**src/rtl/mccpu_control.sv**
```systemverilog
// mccpu_control: multicycle sequencer for the mccpu datapath.
//
// Steps an IF/ID/EXE/MEM/WB state machine, decodes op/func from the IR and
// drives every datapath write enable and mux select combinationally from
// the current state, op, func, z and mem_ready. The state register is the
// only storage in this block.
//
// Memory handshake: the single memory port is requested implicitly by being
// in IF (fetch) or MEM (data access). mem_ready=1 means the access completes
// in this cycle; the associated strobe (wir/wpc in IF, wdr or wmem in MEM)
// is asserted in that same cycle and the FSM advances. mem_ready=0 holds the
// FSM in place with those strobes low. mem_ready is ignored in ID/EXE/WB.
//
// Ports:
//   clock      in   rising-edge clock
//   resetn     in   synchronous reset, active HIGH despite the name
//   op, func   in   IR[31:26], IR[5:0]
//   z          in   ALU zero flag (used in EXE for beq/bne)
//   mem_ready  in   memory access completes this cycle
//   state      out  IF=000 ID=001 EXE=010 MEM=011 WB=100
//   wpc/wir/wdr/wmem/wreg  out  datapath write strobes
//   iord, regrt, m2reg, jal, wn_sel, shift, alusrca, sext  out  selects
//   aluc[3:0], alusrcb[1:0], pcsource[1:0]                 out  selects
//   wn[4:0]    out  JAL_REG while jal is asserted, else 0
//   illegal    out  one-cycle pulse in ID on an undecoded instruction
module mccpu_control #(
  parameter logic [2:0] RESET_STATE = 3'b000,
  parameter logic [4:0] JAL_REG     = 5'd31
) (
  input  logic       clock,
  input  logic       resetn,
  input  logic [5:0] op,
  input  logic [5:0] func,
  input  logic       z,
  input  logic       mem_ready,
  output logic [2:0] state,
  output logic       wpc,
  output logic       wir,
  output logic       wdr,
  output logic       wmem,
  output logic       wreg,
  output logic       iord,
  output logic       regrt,
  output logic       m2reg,
  output logic       jal,
  output logic       wn_sel,
  output logic [4:0] wn,
  output logic [3:0] aluc,
  output logic       shift,
  output logic       alusrca,
  output logic [1:0] alusrcb,
  output logic       sext,
  output logic [1:0] pcsource,
  output logic       illegal
);

  typedef enum logic [2:0] {
    S_IF  = 3'b000,
    S_ID  = 3'b001,
    S_EXE = 3'b010,
    S_MEM = 3'b011,
    S_WB  = 3'b100
  } state_e;

  localparam logic [3:0] ALU_ADD = 4'b0000, ALU_SUB = 4'b0100, ALU_AND = 4'b0001,
                         ALU_OR  = 4'b0101, ALU_XOR = 4'b0010, ALU_NOR = 4'b1001,
                         ALU_SLT = 4'b1010, ALU_LUI = 4'b0110, ALU_SLL = 4'b0011,
                         ALU_SRL = 4'b0111, ALU_SRA = 4'b1111;

  state_e state_q, state_d;

  // Instruction decode
  logic r_type;
  logic i_add, i_sub, i_and, i_or, i_xor, i_nor, i_slt, i_sll, i_srl, i_sra, i_jr;
  logic i_addi, i_andi, i_ori, i_xori, i_lui, i_lw, i_sw, i_beq, i_bne, i_j, i_jal;
  logic is_shift, r_alu, i_alu, legal;

  assign r_type = (op == 6'h00);
  assign i_add  = r_type & (func == 6'h20);
  assign i_sub  = r_type & (func == 6'h22);
  assign i_and  = r_type & (func == 6'h24);
  assign i_or   = r_type & (func == 6'h25);
  assign i_xor  = r_type & (func == 6'h26);
  assign i_nor  = r_type & (func == 6'h27);
  assign i_slt  = r_type & (func == 6'h2a);
  assign i_sll  = r_type & (func == 6'h00);
  assign i_srl  = r_type & (func == 6'h02);
  assign i_sra  = r_type & (func == 6'h03);
  assign i_jr   = r_type & (func == 6'h08);
  assign i_addi = (op == 6'h08);
  assign i_andi = (op == 6'h0c);
  assign i_ori  = (op == 6'h0d);
  assign i_xori = (op == 6'h0e);
  assign i_lui  = (op == 6'h0f);
  assign i_lw   = (op == 6'h23);
  assign i_sw   = (op == 6'h2b);
  assign i_beq  = (op == 6'h04);
  assign i_bne  = (op == 6'h05);
  assign i_j    = (op == 6'h02);
  assign i_jal  = (op == 6'h03);

  assign is_shift = i_sll | i_srl | i_sra;
  assign r_alu    = i_add | i_sub | i_and | i_or | i_xor | i_nor | i_slt | is_shift;
  assign i_alu    = i_addi | i_andi | i_ori | i_xori | i_lui;
  assign legal    = r_alu | i_jr | i_alu | i_lw | i_sw | i_beq | i_bne | i_j | i_jal;

  // ALU operation used in EXE
  logic [3:0] exe_aluc;
  always_comb begin
    exe_aluc = ALU_ADD;
    if (i_sub | i_beq | i_bne) exe_aluc = ALU_SUB;
    else if (i_and | i_andi)   exe_aluc = ALU_AND;
    else if (i_or  | i_ori)    exe_aluc = ALU_OR;
    else if (i_xor | i_xori)   exe_aluc = ALU_XOR;
    else if (i_nor)            exe_aluc = ALU_NOR;
    else if (i_slt)            exe_aluc = ALU_SLT;
    else if (i_lui)            exe_aluc = ALU_LUI;
    else if (i_sll)            exe_aluc = ALU_SLL;
    else if (i_srl)            exe_aluc = ALU_SRL;
    else if (i_sra)            exe_aluc = ALU_SRA;
  end

  always_ff @(posedge clock) begin
    if (resetn) state_q <= state_e'(RESET_STATE);
    else        state_q <= state_d;
  end

  always_comb begin
    state_d  = state_q;
    wpc      = 1'b0;
    wir      = 1'b0;
    wdr      = 1'b0;
    wmem     = 1'b0;
    wreg     = 1'b0;
    iord     = 1'b0;
    regrt    = 1'b0;
    m2reg    = 1'b0;
    jal      = 1'b0;
    aluc     = ALU_ADD;
    shift    = 1'b0;
    alusrca  = 1'b0;
    alusrcb  = 2'b00;
    sext     = 1'b0;
    pcsource = 2'b00;
    illegal  = 1'b0;
    unique case (state_q)
      S_IF: begin
        alusrcb = 2'b01;        // PC + 4
        wir     = mem_ready;
        wpc     = mem_ready;
        if (mem_ready) state_d = S_ID;
      end
      S_ID: begin
        alusrcb = 2'b11;        // branch target into ALU-out register
        if (!legal) begin
          illegal = 1'b1;
          state_d = S_IF;
        end else if (i_j | i_jal) begin
          wpc      = 1'b1;
          pcsource = 2'b11;
          wreg     = i_jal;     // PC already holds the return address
          jal      = i_jal;
          state_d  = S_IF;
        end else if (i_jr) begin
          wpc      = 1'b1;
          pcsource = 2'b10;
          state_d  = S_IF;
        end else begin
          state_d  = S_EXE;
        end
      end
      S_EXE: begin
        aluc    = exe_aluc;
        shift   = is_shift;
        alusrca = ~is_shift;    // shifts take shamt on A instead of rs
        alusrcb = (r_type | i_beq | i_bne) ? 2'b00 : 2'b10;
        sext    = i_addi | i_lw | i_sw | i_beq | i_bne;
        if (i_beq | i_bne) begin
          wpc      = (i_beq & z) | (i_bne & ~z);
          pcsource = 2'b01;
          state_d  = S_IF;
        end else if (i_lw | i_sw) begin
          state_d  = S_MEM;
        end else begin
          state_d  = S_WB;
        end
      end
      S_MEM: begin
        iord = 1'b1;
        wmem = i_sw & mem_ready;
        wdr  = i_lw & mem_ready;
        if (mem_ready) state_d = i_lw ? S_WB : S_IF;
      end
      S_WB: begin
        wreg    = 1'b1;
        regrt   = ~r_type;
        m2reg   = i_lw;
        state_d = S_IF;
      end
      default: state_d = S_IF;
    endcase

    // Reset squashes every strobe and select, even mid-instruction.
    if (resetn) begin
      wpc = 1'b0; wir = 1'b0; wdr = 1'b0; wmem = 1'b0; wreg = 1'b0;
      iord = 1'b0; regrt = 1'b0; m2reg = 1'b0; jal = 1'b0;
      aluc = 4'b0000; shift = 1'b0; alusrca = 1'b0; alusrcb = 2'b00;
      sext = 1'b0; pcsource = 2'b00; illegal = 1'b0;
    end
  end

  assign state  = state_q;
  assign wn_sel = jal;
  assign wn     = jal ? JAL_REG : 5'd0;

endmodule

```
**config.mk**
```make
export PLATFORM = sky130hd
export DESIGN_NAME = mccpu_control
export DESIGN_NICKNAME = d
export VERILOG_FILES = /design/src/rtl/mccpu_control.sv
export SDC_FILE = /design/constraint.sdc
export NUM_CORES = 1
export LEC_CHECK = 0
export BUFFER_PORTS_ARGS = -buffer_cell sky130_fd_sc_hd__clkbuf_2
export CAP_MARGIN = 20
export CELL_PAD_IN_SITES_DETAIL_PLACEMENT = 1
export CELL_PAD_IN_SITES_GLOBAL_PLACEMENT = 2
export CORE_ASPECT_RATIO = 0.5
export CORE_MARGIN = 4
export CORE_UTILIZATION = 20
export CTS_CLUSTER_DIAMETER = 120
export DETAILED_ROUTE_END_ITERATION = 16
export PLACE_DENSITY_LB_ADDON = 0.1
export SLEW_MARGIN = 20
export SYNTH_ARGS = -nofsm -noshare
export SYNTH_HDL_FRONTEND = slang
export SYNTH_SLANG_ARGS = --single-unit
export TNS_END_PERCENT = 20
```
**constraint.sdc**
```tcl
create_clock -name clock -period 1.8 [get_ports clock]
set_input_delay 0.09 -clock clock [delete_from_list [all_inputs] [get_ports clock]]
set_output_delay 0.09 -clock clock [all_outputs]
set_load 0.02 [all_outputs]
```
==> impl_results.md <==
- Pwr dens: 375 mW/mm^2
- Hold buffer count at CTS: 0
- Async S/R FF share, synth: 0%
- Inserted Clock Buffers: 3
- Slew Limit Fails: 0
- Clock root cell: clkbuf_8
- Post-synth cell types: 40
- Worst-Skew Late Latency: 220 ps
- CP Launch Type: primary input
- Yosys Warn Count: 0
- Initial antenna violation count: 0
- Final HPWL DP: 2450 um
- Critical-path maximum fanout: 11
- Status: completed
- Ant. Diodes: 0
- CP Data Required Time: 1710 ps
- Measured slew at the worst slew-check pin: 455 ps
- DR vias: 1,061
- Mean post-synth cell area: 6.35 um^2
- Layout area overhead: 47.5%
- Final setup vio count: 0
- GRT overflow: 0
- Row cnt: 15
- Leak pwr: 0.510 nW
- Max clock buf depth: 2
- Share of cells above drive strength 1: 44.6%
- Placed Area: 0.00106 mm^2
- IR drop worst, VDD: 0.178 mV
- Worst hold path class: in2reg
- Post-synth net total: 136
- Area of the mapped netlist: 762 um^2
- Synth Instances: 120
- Pre-antenna DRT Iters: 4
- Fin. Hold Viols: 0
- Fin area: 0.00112 mm^2
- H-tree levels: 1
- Post-synthesis sequential element count: 3
- IO Port Bufs: 45
- Final ANT Viol Nets: 0
- Die ar.: 0.00492 mm^2
- Main synth FF type: dfxtp_1
- Final WL: 3090 um
- Num ports: 46
- Vias in the first global route: 1,032
- Routability cong.: 0.744
- Power, Total: 421 uW
- First-pass GRT wire length: 5000 um
- Sequential fraction of the synthesis area: 7.88%
- Largest net degree at the start of global routing: 15
- Slew headroom: 69.4%
- TritonCTS clock tree: done
- Worst setup EP type: output pin
- Fin crit share: 95.2%
- Max Freq: 0.583 GHz
- Initial Util: 21.5%
- Nets: 183
- Uppermost routed layer: met3
- Fin crit period: 1710 ps
- RSZ-0062 raised after global routing: true
- DR DRC count: 0
- Worst EP arrival: 1620 ps
- Met1 wire length: 1580 um
- Skew final: 4.79 ps
- Drt initial violations: 28
- Die X: 95.3 um
- Number of synthesized flops with an enable pin: 0
- Vias per cell: 4.89
- Routed wl met3: 181 um
- Crit Path Category: in2out
- DR WL/cell: 14.2 um
- Clock transition at path regs: 30 ps
- Floorplan core area: 0.00355 mm^2
- Met2 WL: 1330 um
- Util after Layout: 31.7%
- Max FFs per register: 3
- Clock sink total: 3
- GR Util All Layers: 12.7%
- Max-Cap Viols: 0
- Chip height: 51.6 um
[critical path, stage by stage]
cell and delay (ps):
clkbuf_2 90, or4_4 550, nor4_4 130, buf_4 220, a21oi_2 90, a21oi_1 170, a31o_2 120, clkbuf_2 160
[report_power, final]
group / switching [mW] / total [mW] / internal [mW]
combinational: 0.0935 / 0.152 / 0.0582
sequential: 0.00393 / 0.0733 / 0.0693
clock: 0.0449 / 0.196 / 0.151
total: 0.142 / 0.421 / 0.279
[routing by layer]
metal  vias up  GRT usage [%]
li1        540              -
met1       485           18.4
met2        36           19.9
met3         0           2.46
met4         0           1.44
met5         -              0
[worst paths after layout]
check             endpoint  slack, ps  cells after the start     start
setup reg to reg  state[1]        720                      3  state[1]
setup / recovery       wpc         90                      8     op[3]
hold / removal    state[0]        140                      2    resetn
hold reg to reg   state[0]        590                      1  state[2]
[logic make-up after synthesis]
family | Yosys count | synth area share [%]
flops | 3 | 7.88
buf+inv | 18 | 12.8
simple gates | 65 | 48.3
compound gates | 32 | 28.6
mux | 1 | 1.31
xor+xnor | 1 | 1.15
[cell usage after synthesis, types with 3 or more instances]
master	count	area, um^2
dfxtp_1	3	60.1
and2_1	3	18.8
o21ai_0	8	40.0
clkbuf_1	8	30.0
buf_4	6	45.0
nor2_1	11	41.3
nand2_1	9	33.8
a21oi_1	6	30.0
nand3_1	4	20.0
nor3_1	12	60.1
nor4_1	4	25.0
inv_1	3	11.3
a31oi_1	4	25.0
nand2b_1	5	31.3
nand4_1	5	31.3
[layout by cell type, fill, tap and decap left out, drive strengths merged, types with 2 or more instances in the layout]
cell | netlist | final
a31oi | 4 | 4
dfxtp | 3 | 3
nor2 | 11 | 11
nor3b | 2 | 2
and2 | 3 | 3
nand2b | 5 | 5
nor3 | 12 | 12
nor4 | 5 | 5
nand3 | 4 | 4
buf | 7 | 12
o21ai | 9 | 9
nand3b | 2 | 2
and3 | 2 | 2
clkbuf | 8 | 49
a21oi | 7 | 7
nand4 | 5 | 5
nand2 | 9 | 9
inv | 3 | 3
a22o | 2 | 2
[area by class of cell]
class,instances,area [um^2]
Inverter,3,11.3
Sequential cell,3,61.3
Tap cell,51,63.8
Timing Repair Buffer,57,315
Clock buffer,4,45.0
Fill cell,468,2420
Multi-Input combinational cell,99,627
[stage by stage]
step	cells	TNS [ps]	worst slack (ps)	hold WS, ps
after floorplan	120	-1.21	-1.21	168
after global placement	213	0	114	346
after detailed placement	213	0	93.2	352
after CTS	217	0	14.6	139
after global routing	217	-50.1	-36.2	156
final	217	0	86.1	139
[what timing repair did]
action,4_1_cts,5_1_grt
pin swaps,0,1
buffers inserted,0,0
gates cloned,0,0
endpoints found under the setup margin,2,6
endpoints found under the hold margin,0,0
gates resized for setup,2,3
No activity file was read; power rests on OpenSTA's default activity.
